--- src/rtl/cache_bus_arbiter_pkg.sv ---
// rtl/cache_bus_arbiter_pkg.sv - cache line format constants and arbiter state type
package cache_bus_arbiter_pkg;

   // Line address covers byte address bits 31:4; one transfer moves a full 128-bit line
   localparam int ADDR_W = 28;
   localparam int DATA_W = 128;
   localparam int SEL_W  = DATA_W / 8;

   typedef enum logic [1:0] {
      ST_IDLE    = 2'd0,
      ST_GRANT_I = 2'd1,
      ST_GRANT_D = 2'd2
   } arb_state_t;

endpackage

--- src/rtl/cache_bus_arbiter.sv ---
// rtl/cache_bus_arbiter.sv - two-master Wishbone arbiter between L1 caches and L2
module cache_bus_arbiter
   import cache_bus_arbiter_pkg::*;
(
   input  logic              clk,
   input  logic              rst,
   // icache master
   input  logic              i_cyc,
   input  logic              i_stb,
   input  logic              i_we,
   input  logic [ADDR_W-1:0] i_adr,
   input  logic [DATA_W-1:0] i_dat_m,
   input  logic [SEL_W-1:0]  i_sel,
   output logic [DATA_W-1:0] i_dat_s,
   output logic              i_ack,
   output logic              i_rty,
   // dcache master
   input  logic              d_cyc,
   input  logic              d_stb,
   input  logic              d_we,
   input  logic [ADDR_W-1:0] d_adr,
   input  logic [DATA_W-1:0] d_dat_m,
   input  logic [SEL_W-1:0]  d_sel,
   output logic [DATA_W-1:0] d_dat_s,
   output logic              d_ack,
   output logic              d_rty,
   // L2 slave
   output logic              l2_cyc,
   output logic              l2_stb,
   output logic              l2_we,
   output logic [ADDR_W-1:0] l2_adr,
   output logic [DATA_W-1:0] l2_dat_m,
   output logic [SEL_W-1:0]  l2_sel,
   input  logic [DATA_W-1:0] l2_dat_s,
   input  logic              l2_ack,
   input  logic              l2_rty
);

   arb_state_t state;
   arb_state_t state_next;

   // A response terminates the granted cycle; responses during reset are swallowed
   logic done;
   assign done = l2_ack || l2_rty;

   // State register: grant decision is registered so a new request reaches L2 one cycle later
   always_ff @(posedge clk) begin
      if (rst) state <= ST_IDLE;
      else     state <= state_next;
   end

   // Next-state: dcache has fixed priority; grants end on ack/retry or master abort
   always_comb begin
      state_next = state;
      case (state)
         ST_IDLE: begin
            if (d_cyc && d_stb)      state_next = ST_GRANT_D;
            else if (i_cyc && i_stb) state_next = ST_GRANT_I;
         end
         ST_GRANT_I: if (done || !i_cyc) state_next = ST_IDLE;
         ST_GRANT_D: if (done || !d_cyc) state_next = ST_IDLE;
         default:    state_next = ST_IDLE;
      endcase
   end

   // Output steering: forward the granted master's request and route responses back to it only
   always_comb begin
      l2_cyc   = 1'b0;
      l2_stb   = 1'b0;
      l2_we    = 1'b0;
      l2_adr   = '0;
      l2_dat_m = '0;
      l2_sel   = '0;
      i_ack    = 1'b0;
      i_rty    = 1'b0;
      d_ack    = 1'b0;
      d_rty    = 1'b0;
      // read data is only meaningful alongside an ack, so both masters see it unconditionally
      i_dat_s  = l2_dat_s;
      d_dat_s  = l2_dat_s;
      case (state)
         ST_GRANT_I: begin
            l2_cyc   = i_cyc;
            l2_stb   = i_stb;
            l2_we    = i_we;
            l2_adr   = i_adr;
            l2_dat_m = i_dat_m;
            l2_sel   = i_sel;
            i_ack    = l2_ack && !rst;
            i_rty    = l2_rty && !rst;
         end
         ST_GRANT_D: begin
            l2_cyc   = d_cyc;
            l2_stb   = d_stb;
            l2_we    = d_we;
            l2_adr   = d_adr;
            l2_dat_m = d_dat_m;
            l2_sel   = d_sel;
            d_ack    = l2_ack && !rst;
            d_rty    = l2_rty && !rst;
         end
         default: ;
      endcase
   end

endmodule

--- config.mk ---
export PLATFORM = sky130hd
export DESIGN_NAME = cache_bus_arbiter
export DESIGN_NICKNAME = d
export VERILOG_FILES = /design/src/rtl/cache_bus_arbiter_pkg.sv /design/src/rtl/cache_bus_arbiter.sv
export SDC_FILE = /design/constraint.sdc
export NUM_CORES = 1
export LEC_CHECK = 0
export ABC_AREA = 1
export CAP_MARGIN = 10
export CORE_AREA = 2 2 356 358
export CTS_BUF_LIST = sky130_fd_sc_hd__clkbuf_4
export CTS_CLUSTER_DIAMETER = 60
export DETAILED_ROUTE_END_ITERATION = 8
export DIE_AREA = 0 0 358 360
export PLACE_DENSITY = 0.3
export SKIP_LAST_GASP = 1
export SLEW_MARGIN = 30
export SYNTH_ARGS = -nofsm -noshare
export SYNTH_HDL_FRONTEND = slang
export SYNTH_SLANG_ARGS = --single-unit
--- constraint.sdc ---
create_clock -name clk -period 2.5 [get_ports clk]
set_input_delay 0.5 -clock clk [delete_from_list [all_inputs] [get_ports clk]]
set_output_delay 0.5 -clock clk [all_outputs]
set_load 0.005 [all_outputs]
== After elaboration in Yosys (flattened, before gate mapping) ==
Index checks and enable logic that the tools add are counted.
W data, S select, Z words.

* Bits of input ports: 482
* Flip-flop bits (word level): 2

* Reduce and logical (&&, ||, !) cells: 12
* Multiplexer cells: 15
* Equal/unequal tests: 5

{| class="wikitable"
|+ Operators by type and width
! kind !! number
|-
| $pmux W128 S2 || 1
|-
| $pmux W28 S2 || 1
|-
| $pmux W16 S2 || 1
|-
| $mux W2 || 4
|-
| $pmux W1 S2 || 3
|-
| $pmux W2 S3 || 1
|-
| $logic_and A1 B1 Y1 || 4
|-
| $mux W1 || 4
|-
| $ne A2 B2 Y1 const B || 2
|-
| $logic_not A1 Y1 || 3
|-
| $logic_or A1 B1 Y1 || 3
|-
| $ne A3 B3 Y1 const B || 1
|-
| $reduce_and A3 Y1 || 1
|-
| $eq A2 B1 Y1 const B || 1
|-
| $eq A2 B2 Y1 const B || 1
|-
| $logic_not A2 Y1 || 1
|}

== Logic depth before layout (Yosys ltp) ==
* Word-level depth: 4
* Depth in mapped cells: 8
* Depth with buffers taken out: 8

== Worst setup path before layout ==
OpenSTA, ideal clock, no wires.

* Kind: reg2out
* Start: register state[0]
* End: output l2_adr[0]
* Data required time: 2000 ps
* Slack: 805 ps
* Data arrival time: 1195 ps
* Stages on the path, launching flop included: 7
* Cells stage by stage: dfxtp_1 -> inv_1 -> ha_1 -> inv_1 -> buf_2 -> buf_2 -> a21oi_1

* Word-level cells in the longest chain between the ends: 2
* Elaborated cells between the ends (all ways): 3
* Classes of those cells: eq/ne: 2; mux: 1

{| class="wikitable"
|+ Ends and longest elaborated chain
! element !! RTL line !! text
|-
| start: declaration || cache_bus_arbiter.sv:39 || <nowiki>arb_state_t state;</nowiki>
|-
| start signal: assignment || cache_bus_arbiter.sv:49 || <nowiki>else state <= state_next;</nowiki>
|-
| $eq A2 B2 Y1 or $eq A2 B1 Y1 (tied branches) || cache_bus_arbiter.sv:81 || <nowiki>case (state)</nowiki>
|-
| $pmux W28 S2 (*) || cache_bus_arbiter.sv:81 ||
|-
| end: declaration || cache_bus_arbiter.sv:31 || <nowiki>output logic [ADDR_W-1:0] l2_adr,</nowiki>
|}

Mark *: on every way between the ends. The rest lies on a longest branch, timed or not.

== Final worst setup path ==
* Start: register state[0]
* End: output l2_dat_m[89]

* Word-level cells in the longest chain between the ends: 2
* Elaborated cells between the ends (all ways): 3
* Classes of those cells: eq/ne: 2; mux: 1

{| class="wikitable"
|+ Ends and longest elaborated chain
! element !! RTL line !! text
|-
| $eq A2 B2 Y1 or $eq A2 B1 Y1 (tied branches) || cache_bus_arbiter.sv:81 ||
|-
| $pmux W128 S2 (*) || cache_bus_arbiter.sv:81 ||
|-
| end: declaration || cache_bus_arbiter.sv:32 || <nowiki>output logic [DATA_W-1:0] l2_dat_m,</nowiki>
|}

Marks and branches as above.

==> summary.txt <==
reg2reg setup slack = 1.00 ns
areal power density over the cells = 236.6 nW/um^2
R2R cell count = 9
Hold Path Class = flop to flop
max reg flops = 2
number of distinct library cells after synthesis = 11
GR peak layer = met2
DP HPWL = 66,150 um
syn nets = 1,360
routed vias = 6,985
Fillers = 14,720
period utilization = 1.049
Seq/Total Area, Yosys = 0.008616
CP Launch Type = flop
cts bufs inserted = 3
Yosys Warn Count = 0
area of the die = 128,900 sq um
internal cell power = 1.492 mW
critical path class = flop to output port
FP Rows = 130
total wire length = 76,500 um
antenna-violating nets left = 0
initial core utilization = 0.03720
CTS Root Cell = clkbuf_4
Die W = 358 um
Reg clk slew, reported paths = 0.03 ns
Hold Crit Start = state[1]
worst r2r src = state[0]
GPL Wtd Cong = 0.7679
Final Hold Violating Endpoints = 0
H-tree Lvls = 1
# setup viols final = 4
Synth Area per Inst = 5.323 sq um
largest reg by FF count = state
Final Cell Area = 12,210 sq um
Post-Place Cell Area = 10,770 sq um
Clock Sinks = 2
num ports = 917
Layout Nets = 1,708
starting DRC count in detailed routing = 304
first-pass GRT wire length = 91,060 um
GRT overflow = 0
Top Registers = state (2)
Leak = 4.235 nW
status = complete, but fails checks
met1 usage = 0.1202
pin count of the biggest net entering global routing = 25
VDD IR-drop max = 91.10 uV
DR vias/cell = 2.430
Area Overhead vs Synth = 162.7%
Synth Register Bits = 2
Clk pwr share = 0.026
CTS max path bufs = 2
share of cells above drive strength 1 = 0.3052
M3 GR Usage = 0.08867
reg-to-reg endpoint = state[1]
CP required = 2.00 ns
final setup margin = -0.1213 ns
GRT met2 Usage = 0.1813
worst hold stages = 3
data arrival time of the worst path = 2.12 ns
vias in the first global route = 7,220
Global Route Usage Sum = 0.1124
Slew headroom = 0.7792
Hold Crit Endpoint = state[1]
residual DRC count = 0
Switching Power = 1.397 mW
mapped cell area = 4647 sq um
TritonCTS clock tree = built
CORE AREA = 124,900 sq um
Util after Layout = 0.09773
Die H = 360 um
max_cap viols = 0
drt pass-1 iters = 6
f_max = 381.5 MHz
sw frac = 0.4835
CP endpoint kind = output port
Post-Syn Instances = 873
Final min period = 2.621 ns
sequential power share = 0.013
failing checks = setup timing
Clock Latency Late Sink = 0.24 ns
RSZ-0062 raised after global routing = yes
number of antenna violations at the first check in global routing = 10
crit-path max FO = 19
combinational share of power = 0.961
DR WL/cell = 26.61 um
count of pins over their slew limit = 0
Worst-Margin Slew = 0.3322 ns
Port Buffers = 532
Clock Skew = 0.006075 ns
## stage by stage
stage                     setup TNS [ns]  power (mW)  setup WS, ns  instances  hold slack (ns)
after floorplan                        0      0.9477        0.8047        873           0.4658
after global placement            -4.578       2.304       -0.3576       2815           0.6306
after detailed placement          -3.396       2.286       -0.3100       2815           0.6083
after CTS                         -4.991       2.813       -0.2210       2859           0.5864
after global routing              -2.564       3.099       -0.2014       2872           0.6474
final                            -0.1645       2.888       -0.1213       2875           0.6203
## worst max-delay path: stages, from the launching register on
cell and delay (ns):
dfxtp_1 0.34, inv_2 0.07, ha_4 0.29, inv_8 0.06
buf_12 0.15, buf_6 0.20, a21oi_4 0.16, clkdlybuf4s50_1 0.54
## routing by layer
layer  up-vias  share of wire
li1       3198              -
met2       639           0.45
met4         8         0.0067
met1      3109           0.37
met5         -        0.00060
met3        31           0.17
## cells in the final DEF, fill, tap and decap left out, drive strengths merged
cell type	count
diode	6
a21oi	177
dlygate4sd2	27
nand3	2
nor3	4
ha	5
dlymetal6s2s	18
inv	9
clkdlybuf4s15	6
buf	221
clkdlybuf4s50	354
nand2	360
clkbuf	32
dfxtp	2
bufbuf	1
nor2	1
## kinds of logic after synthesis
logic type                 after synthesis  synth area share
buffers and inverters                  322            0.4892
and+or+nand+nor                        367            0.2981
adders and majority gates                5           0.01346
AOI/OAI and AO/OA                      177            0.1906
DFF                                      2          0.008616
## cells in the mapped netlist
cell / instances / area share
nand2_1: 360 / 0.29
buf_4: 271 / 0.44
a21oi_1: 177 / 0.19
buf_2: 38 / 0.041
inv_1: 9 / 0.0073
ha_1: 5 / 0.013
clkbuf_1: 4 / 0.0032
nor3_1: 4 / 0.0043
dfxtp_1: 2 / 0.0086
nand3_1: 2 / 0.0022
nor2_1: 1 / 0.00081
## timing repair
item / 4_1_cts / 5_1_grt
buffers inserted: 30 / 13
pin swaps: 15 / 39
gates resized for setup: 227 / 205
setup endpoints to repair: 125 / 130
hold buffers: 0 / 0
gates cloned: 11 / 3
## power by group through the flow
stage          Combinational, mW  Clock [mW]  Sequential [mW]
2_1_floorplan              0.909           0           0.0384
3_3_place_gp                2.27           0           0.0380
3_5_place_dp                2.25           0           0.0377
4_1_cts                     2.70      0.0798           0.0377
5_1_grt                     2.97      0.0867           0.0383
6_report                    2.77      0.0758           0.0381
## how the worst max path moves through the flow
| stage | end | from | slack [ns] |
|---|---|---|---|
| floorplan | l2_adr[0] | state[0] | 0.80 |
| global placement | l2_dat_m[82] | state[0] | -0.36 |
| detailed placement | l2_dat_m[82] | state[0] | -0.31 |
| CTS | l2_dat_m[75] | state[0] | -0.22 |
| global route | l2_dat_m[89] | state[1] | -0.20 |
| finish | l2_dat_m[89] | state[0] | -0.12 |
## final cells by class
type / count / area (sq um) / share of cell area
Clock buffer: 3 / 22.52 / 0.001845
Tap cell: 1650 / 2064 / 0.1691
Inverter: 9 / 41.29 / 0.003382
Timing Repair Buffer: 656 / 7061 / 0.5784
Sequential cell: 2 / 41.29 / 0.003382
Antenna cell: 6 / 15.01 / 0.001230
Multi-Input combinational cell: 549 / 2963 / 0.2427
(Power assumes the default switching activity.)
